`config.mk`:
```
export PLATFORM = sky130hd
export DESIGN_NAME = vid_timing_gen_flat
export DESIGN_NICKNAME = d
export VERILOG_FILES = /design/src/rtl/vid_timing_pkg.sv /design/src/rtl/vid_timing_if.sv /design/src/rtl/vid_pattern_gen.sv /design/src/rtl/vid_timing_gen.sv /design/src/flat_wrapper.sv
export SDC_FILE = /design/constraint.sdc
export NUM_CORES = 1
export LEC_CHECK = 0
export ABC_CLOCK_PERIOD_IN_PS = 4300
export CORE_MARGIN = 5
export CORE_UTILIZATION = 35
export CTS_BUF_LIST = sky130_fd_sc_hd__clkbuf_4
export CTS_CLUSTER_SIZE = 30
export DETAILED_ROUTE_END_ITERATION = 8
export GPL_ROUTABILITY_DRIVEN = 0
export PLACE_DENSITY = 0.69
export SLEW_MARGIN = 30
export SYNTH_ARGS = -nofsm -noshare
export SYNTH_HDL_FRONTEND = slang
export SYNTH_SLANG_ARGS = --single-unit
```
`constraint.sdc`:
```
create_clock -name vid_clk -period 4.3 [get_ports vid_clk]
set_input_delay 0.645 -clock vid_clk [delete_from_list [all_inputs] [get_ports vid_clk]]
set_output_delay 0.645 -clock vid_clk [all_outputs]
set_load 0.01 [all_outputs]
```
`src/rtl/vid_timing_pkg.sv`:
```
// vid_timing_pkg: 640x480@60 defaults, raster derivations and FSM encodings
package vid_timing_pkg;
    localparam int COORD_W = 12;
    localparam int DEF_H_FRONT = 16;
    localparam int DEF_H_SYNC = 96;
    localparam int DEF_H_BACK = 48;
    localparam int DEF_H_ACTIVE = 640;
    localparam int DEF_V_FRONT = 10;
    localparam int DEF_V_SYNC = 2;
    localparam int DEF_V_BACK = 33;
    localparam int DEF_V_ACTIVE = 480;
    localparam logic [0:0] ST_IDLE = 1'b0;
    localparam logic [0:0] ST_RUN = 1'b1;
    typedef logic [COORD_W-1:0] coord_t;
    function automatic int total(int f, int s, int b, int a);
        return f + s + b + a;
    endfunction
    function automatic int blank(int f, int s, int b);
        return f + s + b;
    endfunction
endpackage

```
`src/rtl/vid_timing_if.sv`:
```
// vid_timing_if: raster request and timing outputs between generator and sink
interface vid_timing_if;
    import vid_timing_pkg::*;
    logic enable;
    logic de;
    logic hsync;
    logic vsync;
    coord_t pix_x;
    coord_t pix_y;
    logic frame_start;
    logic line_start;
    logic [15:0] frame_cnt;
    logic running;
    logic [35:0] pix_data;
    modport master (input enable, output de, hsync, vsync, pix_x, pix_y, frame_start,
                    line_start, frame_cnt, running, pix_data);
    modport slave (output enable, input de, hsync, vsync, pix_x, pix_y, frame_start,
                   line_start, frame_cnt, running, pix_data);
endinterface

```
`src/rtl/vid_pattern_gen.sv`:
```
// vid_pattern_gen: registered test pattern, red/green split line moves with frame count
module vid_pattern_gen
    import vid_timing_pkg::*;
#(
    parameter int V_ACTIVE = DEF_V_ACTIVE
) (
    input  logic        vid_clk,
    input  logic        vid_reset_n,
    input  logic        de,
    input  coord_t      pix_x,
    input  coord_t      pix_y,
    input  logic [8:0]  frame_cnt,
    output logic [35:0] pix_data
);
    localparam coord_t VA = coord_t'(V_ACTIVE);
    coord_t thr, xs, ys;
    logic [35:0] pix_data_d, pix_data_q;
    always_comb begin
        thr = {3'b0, frame_cnt} % VA;
        xs = pix_x << 3;
        ys = pix_y << 3;
        pix_data_d = !de ? '0 : (pix_y < thr) ? {12'hFFF, ys, xs} : {ys, 12'hFFF, xs};
    end
    always_ff @(posedge vid_clk or negedge vid_reset_n) begin
        if (!vid_reset_n) pix_data_q <= '0;
        else pix_data_q <= pix_data_d;
    end
    assign pix_data = pix_data_q;
endmodule

```
`src/rtl/vid_timing_gen.sv`:
```
// vid_timing_gen: raster timing generator; VID_TIMING_PATTERN_EN adds the test pattern
module vid_timing_gen
    import vid_timing_pkg::*;
#(
    parameter int H_FRONT = DEF_H_FRONT,
    parameter int H_SYNC = DEF_H_SYNC,
    parameter int H_BACK = DEF_H_BACK,
    parameter int H_ACTIVE = DEF_H_ACTIVE,
    parameter int V_FRONT = DEF_V_FRONT,
    parameter int V_SYNC = DEF_V_SYNC,
    parameter int V_BACK = DEF_V_BACK,
    parameter int V_ACTIVE = DEF_V_ACTIVE,
    parameter bit H_SYNC_POL = 1'b1,
    parameter bit V_SYNC_POL = 1'b1
) (
    input logic          vid_clk,
    input logic          vid_reset_n,
    vid_timing_if.master vif
);
    localparam coord_t H_LAST = coord_t'(total(H_FRONT, H_SYNC, H_BACK, H_ACTIVE) - 1);
    localparam coord_t V_LAST = coord_t'(total(V_FRONT, V_SYNC, V_BACK, V_ACTIVE) - 1);
    localparam coord_t H_BL = coord_t'(blank(H_FRONT, H_SYNC, H_BACK));
    localparam coord_t V_BL = coord_t'(blank(V_FRONT, V_SYNC, V_BACK));
    localparam coord_t HS_BEG = coord_t'(H_FRONT);
    localparam coord_t HS_END = coord_t'(H_FRONT + H_SYNC);
    localparam coord_t VS_BEG = coord_t'(V_FRONT);
    localparam coord_t VS_END = coord_t'(V_FRONT + V_SYNC);
    logic [0:0] state_q, state_d;
    coord_t col_q, col_d, line_q, line_d, pix_x_q, pix_x_d, pix_y_q, pix_y_d;
    logic [15:0] frame_cnt_q, frame_cnt_d;
    logic de_q, de_d, hsync_q, hsync_d, vsync_q, vsync_d;
    logic frame_start_q, frame_start_d, line_start_q, line_start_d;
    logic run, col_wrap, frame_wrap;
    // enable only matters in IDLE or on the last pixel, so frames always complete
    always_comb begin
        run = state_q == ST_RUN;
        col_wrap = col_q == H_LAST;
        frame_wrap = col_wrap && line_q == V_LAST;
        state_d = run ? ((frame_wrap && !vif.enable) ? ST_IDLE : ST_RUN)
                      : (vif.enable ? ST_RUN : ST_IDLE);
        col_d = (run && !col_wrap) ? col_q + coord_t'(1) : '0;
        line_d = (!run || frame_wrap) ? '0 : col_wrap ? line_q + coord_t'(1) : line_q;
        frame_cnt_d = frame_cnt_q + {15'd0, run && frame_wrap};
        de_d = run && line_q >= V_BL && col_q >= H_BL;
        hsync_d = (run && col_q >= HS_BEG && col_q < HS_END) ? H_SYNC_POL : !H_SYNC_POL;
        vsync_d = (run && line_q >= VS_BEG && line_q < VS_END) ? V_SYNC_POL : !V_SYNC_POL;
        pix_x_d = de_d ? col_q - H_BL : '0;
        pix_y_d = de_d ? line_q - V_BL : '0;
        frame_start_d = run && col_q == '0 && line_q == '0;
        line_start_d = run && col_q == '0;
    end
    always_ff @(posedge vid_clk or negedge vid_reset_n) begin
        if (!vid_reset_n) begin
            state_q <= ST_IDLE;
            col_q <= '0;
            line_q <= '0;
            frame_cnt_q <= '0;
            de_q <= 1'b0;
            hsync_q <= !H_SYNC_POL;
            vsync_q <= !V_SYNC_POL;
            pix_x_q <= '0;
            pix_y_q <= '0;
            frame_start_q <= 1'b0;
            line_start_q <= 1'b0;
        end else begin
            state_q <= state_d;
            col_q <= col_d;
            line_q <= line_d;
            frame_cnt_q <= frame_cnt_d;
            de_q <= de_d;
            hsync_q <= hsync_d;
            vsync_q <= vsync_d;
            pix_x_q <= pix_x_d;
            pix_y_q <= pix_y_d;
            frame_start_q <= frame_start_d;
            line_start_q <= line_start_d;
        end
    end
    assign vif.de = de_q;
    assign vif.hsync = hsync_q;
    assign vif.vsync = vsync_q;
    assign vif.pix_x = pix_x_q;
    assign vif.pix_y = pix_y_q;
    assign vif.frame_start = frame_start_q;
    assign vif.line_start = line_start_q;
    assign vif.frame_cnt = frame_cnt_q;
    assign vif.running = state_q == ST_RUN;
`ifdef VID_TIMING_PATTERN_EN
    vid_pattern_gen #(.V_ACTIVE(V_ACTIVE)) u_pattern (
        .vid_clk(vid_clk),
        .vid_reset_n(vid_reset_n),
        .de(de_d),
        .pix_x(pix_x_d),
        .pix_y(pix_y_d),
        .frame_cnt(frame_cnt_q[8:0]),
        .pix_data(vif.pix_data)
    );
`else
    assign vif.pix_data = '0;
`endif
endmodule

```
`src/flat_wrapper.sv`:
```
// flat-port wrapper written by rule: the top's interface ports become plain ports
module vid_timing_gen_flat import vid_timing_pkg::*;
#(
    parameter int H_FRONT = DEF_H_FRONT,
    parameter int H_SYNC = DEF_H_SYNC,
    parameter int H_BACK = DEF_H_BACK,
    parameter int H_ACTIVE = DEF_H_ACTIVE,
    parameter int V_FRONT = DEF_V_FRONT,
    parameter int V_SYNC = DEF_V_SYNC,
    parameter int V_BACK = DEF_V_BACK,
    parameter int V_ACTIVE = DEF_V_ACTIVE,
    parameter bit H_SYNC_POL = 1'b1,
    parameter bit V_SYNC_POL = 1'b1
)
  (vid_clk, vid_reset_n, vif_enable, vif_de, vif_hsync, vif_vsync, vif_pix_x, vif_pix_y, vif_frame_start, vif_line_start, vif_frame_cnt, vif_running, vif_pix_data);
  vid_timing_if vif_i ();
  input logic vid_clk;
  input logic vid_reset_n;
  input wire logic [$bits(vif_i.enable)-1:0] vif_enable;
  output wire logic [$bits(vif_i.de)-1:0] vif_de;
  output wire logic [$bits(vif_i.hsync)-1:0] vif_hsync;
  output wire logic [$bits(vif_i.vsync)-1:0] vif_vsync;
  output wire logic [$bits(vif_i.pix_x)-1:0] vif_pix_x;
  output wire logic [$bits(vif_i.pix_y)-1:0] vif_pix_y;
  output wire logic [$bits(vif_i.frame_start)-1:0] vif_frame_start;
  output wire logic [$bits(vif_i.line_start)-1:0] vif_line_start;
  output wire logic [$bits(vif_i.frame_cnt)-1:0] vif_frame_cnt;
  output wire logic [$bits(vif_i.running)-1:0] vif_running;
  output wire logic [$bits(vif_i.pix_data)-1:0] vif_pix_data;
  assign vif_i.enable = vif_enable;
  assign vif_de = vif_i.de;
  assign vif_hsync = vif_i.hsync;
  assign vif_vsync = vif_i.vsync;
  assign vif_pix_x = vif_i.pix_x;
  assign vif_pix_y = vif_i.pix_y;
  assign vif_frame_start = vif_i.frame_start;
  assign vif_line_start = vif_i.line_start;
  assign vif_frame_cnt = vif_i.frame_cnt;
  assign vif_running = vif_i.running;
  assign vif_pix_data = vif_i.pix_data;
  vid_timing_gen #(.H_FRONT(H_FRONT), .H_SYNC(H_SYNC), .H_BACK(H_BACK), .H_ACTIVE(H_ACTIVE), .V_FRONT(V_FRONT), .V_SYNC(V_SYNC), .V_BACK(V_BACK), .V_ACTIVE(V_ACTIVE), .H_SYNC_POL(H_SYNC_POL), .V_SYNC_POL(V_SYNC_POL)) u_core (.vid_clk(vid_clk), .vid_reset_n(vid_reset_n), .vif(vif_i));
endmodule
```
==> impl_results.md, run 1 <==
- Final Non-Filler Cells: 541
- Synthesized area: 3590 um^2
- Via count of the first global-routing pass: 2494
- Die Footprint: 12400 um^2
- Status: finished clean
- Highest ir drop seen on vdd: 95.9 uV
- Initial antenna violation count: 0
- Worst r2r path cells: 10
- Htree depth: 3
- Die width: 111 um
- Via Count: 2548
- Design internal power: 777 uW
- Cell Rows: 37
- DRT Pass-1 Iters: 4
- Most common cell after layout, fill and taps aside: dfrtp_1
- Largest delay contributor family on the critical path: simple AND/OR/NAND/NOR gates
- Lkg Pwr: 1.96 nW
- Slowest stage delay, CP: 0.43 ns
- Seq pwr share: 64.4%
- Placeable Area: 10100 um^2
- First-iteration detailed-routing DRC count: 146
- Share of layout cells above drive strength 1: 5.93%
- CP bufs+invs: 0
- Reg2reg end: u_core.vif.frame_cnt[12]$_DFF_PN0_
- Cell Chain, Critical Path: ha_1 -> and4_1 -> nand3_4 -> nor3_1 -> ha_1 -> ha_1 -> nand2_1 -> nor3b_1 -> nand4_1 -> xnor2_1
- Cells after synthesis: 358
- First-pass GRT wire length: 11.9 mm
- Crit Reg-Reg Startpoint: u_core.col_q[0]$_DFF_PN0_
- Pwr dens: 248 nW/um^2
- Routed Antenna Nets: 0
- Fill cells: 968
- Post-synth EDFFs: 0
- Syn_area_per_cell: 10.0 um^2
- Placed Cells: 525
- GRT Total Usage: 11.9%
- Ports: 85
- Switching part of the total power: 23.9%
- Critical path data required time: 4.61 ns
- Endpoints failing setup: 0
- #FFs+latches synth: 70
- Setup crit end kind: flip-flop
- Worst-Skew Late Latency: 0.42 ns
- Cts bufs inserted: 9
- Post-CTS resize count: 0
- Yosys cell types: 43
- Final hold vios: 0
- Reg clk slew, reported paths: 0.11 ns
- Data arrival, critical path: 3.09 ns
- Unrepaired setup endpoints after global routing: no
- Clock Power Share: 32.8%
- Setup CP Type: flip-flop to flip-flop
- Synth-to-layout area growth: 14.6%
- Fin crit period: 2.78 ns
- DR DRC count: 0
- Seq/Total Area, Yosys: 48.8%
- Max Clock Skew: 0.0149 ns
- CTS sink cnt: 70
- I/O Buffers: 48
- Slowest-stage cell, CP: dfrtp_1
- Worst Max-Slew Pin Slew: 0.657 ns
- Fin util: 40.6%
- Final Max Slew Viols: 0
- Total gr overflow: 0
- Hold/Removal Path Class: input pin to asynchronous set/reset pin
- Die extent in y: 111 um
- Most frequent cells in the layout: 70 x dfrtp_1, 47 x clkdlybuf4s50_1, 40 x nor2_1
- Final #Nets: 413
- CTS tree: done
- Max cap viols: 0
- N_diodes: 0
- Hold_buf cts: 0
- Wire length per cell: 12.9 um
- Via density per instance: 4.71
- Hpwl dp: 5.15 mm
- Initial Utilization: 35.4%
- NetSw: 244 uW
- WL final: 6.98 mm
- Pwr Total: 1.02 mW
- Root Driver: clkbuf_4
- Rel. slew slack: 56.2%
- Maximum root-to-sink buffer count: 2
- Setup slack, reg-to-reg: 1.52 ns
- CP max FO: 14
- Setup TNS: 0 ns
- Number of setup buffers added after CTS: 0
- Largest net degree at the start of global routing: 56
- Fmax: 0.360 GHz
- Cell mode on critical path: ha_1
- Top FF cell, synth: dfrtp_1
- Final Cycle Share: 64.6%
- Yosys warnings: 0
- FFs w/ async S/R, synth: 100%
- Comb pwr share: 2.8%
- CP startpoint kind: flip-flop
## how the worst max path moves through the flow
stage          slack [ns]  cells after the start                      start                                  to
5_1_grt              1.21                     10  u_core.col_q[0]$_DFF_PN0_  u_core.vif.frame_cnt[12]$_DFF_PN0_
3_5_place_dp         1.53                     10  u_core.col_q[0]$_DFF_PN0_  u_core.vif.frame_cnt[12]$_DFF_PN0_
4_1_cts              1.50                     10  u_core.col_q[0]$_DFF_PN0_  u_core.vif.frame_cnt[12]$_DFF_PN0_
6_report             1.52                     10  u_core.col_q[0]$_DFF_PN0_  u_core.vif.frame_cnt[12]$_DFF_PN0_
3_3_place_gp         1.64                     10  u_core.col_q[0]$_DFF_PN0_  u_core.vif.frame_cnt[12]$_DFF_PN0_
2_1_floorplan        1.92                     12  u_core.col_q[0]$_DFF_PN0_  u_core.vif.frame_cnt[12]$_DFF_PN0_
## per-stage QoR
stage / hold WS (ns) / setup WS [ns] / area [um^2]
floorplan: 0.349 / 1.92 / 3720
global placement: 0.458 / 1.64 / 4000
detailed placement: 0.465 / 1.53 / 4000
CTS: 0.0892 / 1.50 / 4100
global route: 0.0963 / 1.21 / 4110
finish: 0.107 / 1.52 / 4110
## layout make-up
class / instances / area (um^2) / area share (%)
clock buffers: 10 / 75.1 / 1.83
clock inverters: 6 / 28.8 / 0.700
inverters: 16 / 60.1 / 1.46
multi-input cells: 254 / 1540 / 37.5
flip-flops and latches: 70 / 1750 / 42.6
well taps: 136 / 170 / 4.14
repair buffers: 49 / 483 / 11.7
## flip-flops by register name (all words and copies together), names as in the netlist
register                cells
u_core.col_q               12
u_core.line_q              12
u_core.vif.de               1
u_core.vif.frame_cnt       16
u_core.vif.frame_start      1
u_core.vif.hsync            1
u_core.vif.line_start       1
u_core.vif.pix_x           12
u_core.vif.pix_y           12
u_core.vif.running          1
u_core.vif.vsync            1
## power groups by stage
| stage | clock network, mW | logic, mW | registers (mW) |
|---|---|---|---|
| after CTS | 0.349 | 0.0286 | 0.658 |
| after floorplan | 0 | 0.0381 | 0.671 |
| after detailed placement | 0 | 0.0287 | 0.671 |
| after global routing | 0.383 | 0.0336 | 0.658 |
| final | 0.335 | 0.0283 | 0.658 |
| after global placement | 0 | 0.0282 | 0.671 |
## layer usage
layer	part of all wire, %	global-route usage (%)
met1	42	14.4
met2	47	18.2
met3	8.7	4.53
met4	2.6	6.16
met5	0	0
## cells in the mapped netlist (4+ instances only)
cell type	instances	area [um^2]
dfrtp_1	70	1750
buf_4	40	300
nor2_1	40	150
nand2_1	20	75.1
xnor2_1	20	175
nand3_1	16	80.1
xor2_1	16	140
inv_1	15	56.3
a21oi_1	14	70.1
nand4_1	14	87.6
ha_1	10	125
nor3_1	10	50.1
o21ai_0	10	50.1
buf_2	7	35.0
nor4_1	6	37.5
or3_1	5	31.3
and4_1	4	35.0
clkbuf_1	4	15.0
o31ai_1	4	30.0
## cell families after synthesis
group           count (synthesis)  share of synthesized area [%]
xor+xnor                       36                           8.79
other cells                     1                          0.105
buf+inv                        69                           12.1
flops                          70                           48.8
compound gates                 37                           6.42
fa+ha+maj                      10                           3.49
simple gates                  135                           20.3
Power figures use the tool's default switching activity.
==> run 2: changes to the inputs <==
--- a/config.mk
+++ b/config.mk
@@ -5,7 +5,7 @@
 export SDC_FILE = /design/constraint.sdc
 export NUM_CORES = 1
 export LEC_CHECK = 0
-export ABC_CLOCK_PERIOD_IN_PS = 4300
+export ABC_CLOCK_PERIOD_IN_PS = 2800
 export CORE_MARGIN = 5
 export CORE_UTILIZATION = 35
 export CTS_BUF_LIST = sky130_fd_sc_hd__clkbuf_4
==> constraint.sdc (replaced) <==
create_clock -name vid_clk -period 2.8 [get_ports vid_clk]
set_input_delay 0.42 -clock vid_clk [delete_from_list [all_inputs] [get_ports vid_clk]]
set_output_delay 0.42 -clock vid_clk [all_outputs]
set_load 0.01 [all_outputs]
==> run 2 against run 1 <==
  * Global-route usage up 0.77 points
  * Power up 73%
  * Sequential power up 53%
  * First-iteration DRC count down 27%
  * Sequential share of layout area down 1.7 points
  * Clock power up 110%
  * Maximum frequency up 13%
  * Critical path type unchanged
  * Largest power group unchanged
  * Highest routed layer unchanged
==> impl_results.md, run 2 (synthesis results as in run 1) <==
- Status: finished clean
- WL final: 7.47 mm (+7.0%)
- Worst-Skew Late Latency: 0.43 ns (about the same)
- Final Max Slew Viols: 0 (unchanged)
- Critical Path Source: u_core.line_q[11]$_DFFE_PN0P_
- Final #Nets: 427 (+3.4%)
- First-iteration detailed-routing DRC count: 106 (-27%)
- Via density per instance: 4.75 (+0.77%)
- Reg2reg end: u_core.vif.frame_cnt[12]$_DFF_PN0_
- Die extent in y: 111 um (unchanged)
- Ports: 85 (unchanged)
- N_diodes: 0 (unchanged)
- First-pass GRT wire length: 12.7 mm (+6.4%)
- Root Driver: clkbuf_4
- Via Count: 2634 (+3.4%)
- Setup TNS: 0 ns (unchanged)
- Met3 wire length: 565 um (-6.6%)
- CP max FO: 6 (-8)
- Critical path data required time: 3.12 ns (-1.49 ns)
- Pwr dens: 414 nW/um^2 (+67%)
- Fmax: 0.407 GHz (+13%)
- Highest ir drop seen on vdd: 183 uV (+91%)
- Data arrival, critical path: 2.78 ns (-0.31 ns)
- Initial antenna violation count: 0 (unchanged)
- Area of the multi-input gates: 1540 um^2 (-0.16%)
- Most common cell after layout, fill and taps aside: dfrtp_1
- Reg clk slew, reported paths: 0.11 ns (about the same)
- Total gr overflow: 0 (unchanged)
- Cell Area, Placed: 4120 um^2 (+2.9%)
- Routed Antenna Nets: 0 (unchanged)
- Worst Max-Slew Pin Slew: 0.771 ns (+0.114 ns)
- Die width: 111 um (unchanged)
- CP startpoint kind: flip-flop
- Hold/Removal Path Class: input pin to asynchronous set/reset pin
- CTS tree: done
- DRT Pass-1 Iters: 4 (unchanged)
- I/O Buffers: 48 (unchanged)
- Crit Reg-Reg Startpoint: u_core.line_q[11]$_DFFE_PN0P_
- GRT Total Usage: 12.6% (+0.77 points)
- Via count of the first global-routing pass: 2599 (+4.2%)
- DR DRC count: 0 (unchanged)
- Final Cell Area: 4280 um^2 (+4.1%)
- Final Cycle Share: 87.8% (+23 points)
- Fill cells: 968 (unchanged)
- Setup CP Type: flip-flop to flip-flop
- Cell Rows: 37 (unchanged)
- Die Footprint: 12400 um^2 (unchanged)
- Final hold vios: 0 (unchanged)
- Cts bufs inserted: 9 (unchanged)
- Sequential Area: 1750 um^2 (unchanged)
- Max reg flops: 16 (unchanged)
- Share of layout cells above drive strength 1: 9.79% (+3.9 points)
- Max cap viols: 0 (unchanged)
- Hpwl dp: 5.47 mm (+6.3%)
- Largest net degree at the start of global routing: 37 (-34%)
- Wire length per cell: 13.5 um (+4.3%)
- Initial Utilization: 35.4% (unchanged)
- Maximum root-to-sink buffer count: 2 (unchanged)
- Worst r2r path cells: 9 (-1)
- WL met2: 3.47 mm (+6.0%)
- Max Clock Skew: 0.0230 ns (+0.00812 ns)
- Fin crit period: 2.46 ns (-0.321 ns)
- Htree depth: 3 (unchanged)
- Unrepaired setup endpoints after global routing: no
- Final Non-Filler Cells: 555 (+2.6%)
- Placeable Area: 10100 um^2 (unchanged)
- Number of setup buffers added after CTS: 0 (unchanged)
- CTS sink cnt: 70 (unchanged)
- Rel. slew slack: 48.6% (-7.6 points)
- Lkg Pwr: 2.07 nW (+5.4%)
- Met1 wire length: 3.19 mm (+9.3%)
- Setup slack, reg-to-reg: 0.34 ns (-1.18 ns)
- Most frequent cells in the layout: 70 x dfrtp_1, 47 x clkdlybuf4s50_1, 40 x nor2_1
- Endpoints failing setup: 0 (unchanged)
- Placed Cells: 539 (+2.7%)
- Synth-to-layout area growth: 19.2%
- Top Layer Used: met4
- Setup crit end kind: flip-flop
[run 2: worst max-delay path by stage]
stage / slack, ns / to
after floorplan: 0.42 / u_core.vif.frame_cnt[12]$_DFF_PN0_
after global placement: 0.35 / u_core.vif.frame_cnt[12]$_DFF_PN0_
after detailed placement: 0.28 / u_core.vif.frame_cnt[12]$_DFF_PN0_
after CTS: 0.25 / u_core.vif.frame_cnt[12]$_DFF_PN0_
after global routing: 0.12 / u_core.vif.frame_cnt[12]$_DFF_PN0_
final: 0.34 / u_core.vif.frame_cnt[12]$_DFF_PN0_
[run 2: layer usage]
layer,GRT usage (%),up-vias
met3,2.84,17
li1,-,1258
met4,7.87,0
met5,0,-
met2,19.6,120
met1,15.9,1239
[run 2: worst max-delay path, stage by stage, from the launching register on]
cell and delay [ns]:
dfrtp_1 0.44, nor4_1 0.35, nand4_1 0.26, nor3_1 0.24
ha_1 0.21, ha_1 0.20, nand2_1 0.10, nor3b_2 0.25
nand4_1 0.16, xnor2_1 0.15
[run 2: power by group]
part | switching (mW) | total [mW] | leakage (nW) | internal [mW]
registers | 0 | 1.01 | 0.954 | 1.01
clock network | 0.338 | 0.714 | 0.0883 | 0.377
logic | 0.0415 | 0.0462 | 1.02 | 0.00473
total | 0.379 | 1.77 | 2.07 | 1.39
[run 2: cell type report]
cell class                      count  share of cell area [%]
Clock buffer                       11                    1.93
Clock inverter                      5                    1.73
Inverter                           16                    1.40
Multi-Input combinational cell    254                    36.0
Sequential cell                    70                    40.9
Tap cell                          136                    3.98
Timing Repair Buffer               63                    14.0
[run 2: through the flow]
| step | power [mW] | hold WS, ns | setup slack, ns | utilization (%) |
|---|---|---|---|---|
| 3_3_place_gp | 1.08 | 0.457 | 0.349 | 40.6 |
| 4_1_cts | 1.80 | 0.0562 | 0.246 | 42.2 |
| 5_1_grt | 1.85 | 0.110 | 0.124 | 42.2 |
| 3_5_place_dp | 1.08 | 0.459 | 0.279 | 40.6 |
| 2_1_floorplan | 1.09 | 0.124 | 0.422 | - |
| 6_report | 1.77 | 0.0610 | 0.342 | 42.2 |
[run 2: what timing repair did]
| item | in CTS | in global routing |
|---|---|---|
| gates resized for setup | 0 | 1 |
| endpoints found under the setup margin | 0 | 1 |
| hold buffers | 0 | 0 |
==> run 3: changes to the inputs <==
--- a/config.mk
+++ b/config.mk
@@ -5,7 +5,7 @@
 export SDC_FILE = /design/constraint.sdc
 export NUM_CORES = 1
 export LEC_CHECK = 0
-export ABC_CLOCK_PERIOD_IN_PS = 2800
+export ABC_CLOCK_PERIOD_IN_PS = 2400
 export CORE_MARGIN = 5
 export CORE_UTILIZATION = 35
 export CTS_BUF_LIST = sky130_fd_sc_hd__clkbuf_4
==> constraint.sdc (replaced) <==
create_clock -name vid_clk -period 2.4 [get_ports vid_clk]
set_input_delay 0.36 -clock vid_clk [delete_from_list [all_inputs] [get_ports vid_clk]]
set_output_delay 0.36 -clock vid_clk [all_outputs]
set_load 0.01 [all_outputs]
==> run 3 against run 2 <==
  * Utilization is 1.4 points higher
  * Global-route usage is 0.44 points lower
  * Power is 17% higher
  * Design area is 3.4% higher
  * Critical path depth is 1 higher
  * Via count is 0.72% higher
  * Critical endpoint unchanged
==> impl_results.md, run 3 (synthesis results as in run 1) <==
- Max reg flops: 16 (unchanged)
- Fin crit period: 2.19 ns (-0.267 ns)
- Highest ir drop seen on vdd: 203 uV (+11%)
- Cts bufs inserted: 9 (unchanged)
- Via Count: 2653 (+0.72%)
- Slowest stage delay, CP: 0.37 ns (-0.07 ns)
- First-pass GRT wire length: 12.2 mm (-4.0%)
- Routed Antenna Nets: 0 (unchanged)
- Data arrival, critical path: 2.50 ns (-0.28 ns)
- Cell Chain, Critical Path: ha_1 -> and4_4 -> nand3_4 -> nor3_2 -> ha_1 -> ha_1 -> nand2_1 -> nor3b_2 -> nand4_1 -> xnor2_1
- Seq pwr share: 56.9% (about the same)
- DRT Pass-1 Iters: 4 (unchanged)
- I/O Buffers: 48 (unchanged)
- DR DRC count: 0 (unchanged)
- N_diodes: 0 (unchanged)
- Final Cell Area: 4430 um^2 (+3.4%)
- Final Max Slew Viols: 0 (unchanged)
- CTS sink cnt: 70 (unchanged)
- Maximum root-to-sink buffer count: 2 (unchanged)
- Root Driver: clkbuf_4
- Die extent in y: 111 um (unchanged)
- CP bufs+invs: 0 (unchanged)
- Via count of the first global-routing pass: 2569 (-1.2%)
- Die Footprint: 12400 um^2 (unchanged)
- Total gr overflow: 0 (unchanged)
- Worst Max-Slew Pin Slew: 0.505 ns (-0.266 ns)
- Worst-Skew Late Latency: 0.42 ns (about the same)
- Max cap viols: 0 (unchanged)
- Final hold vios: 0 (unchanged)
- Design internal power: 1.62 mW (+17%)
- CP max FO: 7 (+1)
- CTS tree: done
- Initial Utilization: 35.4% (unchanged)
- Endpoints failing setup: 0 (unchanged)
- Largest delay contributor family on the critical path: simple AND/OR/NAND/NOR gates
- Max Clock Skew: 0.0216 ns (-0.00136 ns)
- Most frequent cells in the layout: 70 x dfrtp_1, 47 x clkdlybuf4s50_1, 40 x nor2_1
- Switching part of the total power: 21.6% (+0.15 points)
- Pwr dens: 468 nW/um^2 (+13%)
- Critical path data required time: 2.71 ns (-0.41 ns)
- Cell Area, Placed: 4230 um^2 (+2.8%)
- Cell mode on critical path: ha_1
- Reg clk slew, reported paths: 0.12 ns (about the same)
- Clock Power Share: 40.5% (+0.2 points)
- Rel. slew slack: 66.3% (+18 points)
- CP startpoint kind: flip-flop
- Slowest-stage cell, CP: dfrtp_1
- Share of layout cells above drive strength 1: 14.2% (+4.4 points)
- Setup crit end kind: flip-flop
- Cell Rows: 37 (unchanged)
- Unrepaired setup endpoints after global routing: no
- Die width: 111 um (unchanged)
- GRT Total Usage: 12.2% (-0.44 points)
- Ports: 85 (unchanged)
- Placed Cells: 556 (+3.2%)
- Status: finished clean
- Largest net degree at the start of global routing: 26 (-30%)
- Setup CP Type: flip-flop to flip-flop
- Lkg Pwr: 2.16 nW (+4.5%)
- Via density per instance: 4.62 (-2.6%)
- Fmax: 0.456 GHz (+12%)
- Hold/Removal Path Class: input pin to asynchronous set/reset pin
- Final Non-Filler Cells: 574 (+3.4%)
- Hpwl dp: 5.49 mm (+0.26%)
- Initial antenna violation count: 0 (unchanged)
- Wire length per cell: 12.8 um (-4.9%)
- First-iteration detailed-routing DRC count: 134 (+26%)
- Worst hold margin: 0.433 ns (+0.372 ns)
- Final #Nets: 446 (+4.4%)
- Placeable Area: 10100 um^2 (unchanged)
- Htree depth: 3 (unchanged)
- Setup TNS: 0 ns (unchanged)
- Comb pwr share: 2.6% (about the same)
- Synth-to-layout area growth: 23.3%
- Final Cycle Share: 91.3% (+3.5 points)
- WL final: 7.35 mm (-1.6%)
- NetSw: 446 uW (+18%)
- Most common cell after layout, fill and taps aside: dfrtp_1
==> run 3: changes by cell type in the layout (fill, tap and decap cells not counted), sizes merged <==
cell,change
buf,+18
dlygate4sd3,+1
==> run 3: metal layers <==
metal	vias to the layer above	global-route usage (%)	wire, um
met5	-	0	0
met4	0	7.06	178
met3	13	3.28	523
met2	95	19.0	3360
met1	1246	15.2	3290
li1	1299	-	-
==> run 3: area by class of cell <==
type / instances / area [um^2]
timing repair buffer: 82 / 733
clock buffer: 11 / 82.6
inverter: 16 / 60.1
tap: 136 / 170
fill: 938 / 5710
clock inverter: 5 / 73.8
multi-input combinational: 254 / 1550
sequential: 70 / 1750
==> run 3: power by group through the flow <==
stage | Combinational, mW | Sequential [mW] | Clock (mW)
2_1_floorplan | 0.0682 | 1.20 | 0
3_3_place_gp | 0.0517 | 1.20 | 0
3_5_place_dp | 0.0523 | 1.20 | 0
4_1_cts | 0.0536 | 1.18 | 0.863
5_1_grt | 0.0632 | 1.18 | 0.917
6_report | 0.0534 | 1.18 | 0.838
==> run 3: worst register-to-register path: stages, from the launching register on <==
cell and delay (ns):
dfrtp_1 0.37, ha_1 0.18, and4_4 0.29, nand3_4 0.08
nor3_2 0.18, ha_1 0.19, ha_1 0.16, nand2_1 0.09
nor3b_2 0.27, nand4_1 0.14, xnor2_1 0.14
==> run 3: worst paths after layout <==
kind	start	endpoint	slack, ns	depth (start not counted)
worst max-delay path	u_core.col_q[0]$_DFF_PN0_	u_core.vif.frame_cnt[12]$_DFF_PN0_	0.21	10
worst min-delay path	vid_reset_n	u_core.col_q[0]$_DFF_PN0_	0.43	2
worst max register to register	u_core.col_q[0]$_DFF_PN0_	u_core.vif.frame_cnt[12]$_DFF_PN0_	0.21	10
worst min register to register	u_core.vif.frame_cnt[15]$_DFF_PN0_	u_core.vif.frame_cnt[15]$_DFF_PN0_	0.48	1
max in group asynchronous	vid_reset_n	u_core.vif.frame_cnt[1]$_DFF_PN0_	1.25	3
min in group vid_clk	u_core.vif.frame_cnt[15]$_DFF_PN0_	u_core.vif.frame_cnt[15]$_DFF_PN0_	0.48	1
==> run 3: what timing repair did <==
action                                 CTS  global route
pin swaps                                0             2
endpoints found under the hold margin   22             0
setup endpoints to repair                4             7
setup buffers                            0             1
gates resized for setup                  1             4
gates cloned                             0             0
hold buffers                             1             0
==> run 3: metrics by stage <==
stage | worst slack (ns) | util [%] | total power, mW
2_1_floorplan | 0.0218 | - | 1.27
3_3_place_gp | 0.0384 | 41.8 | 1.25
3_5_place_dp | -0.0247 | 41.8 | 1.25
4_1_cts | 0.0143 | 43.4 | 2.09
5_1_grt | 0.0186 | 43.7 | 2.16
6_report | 0.209 | 43.7 | 2.07
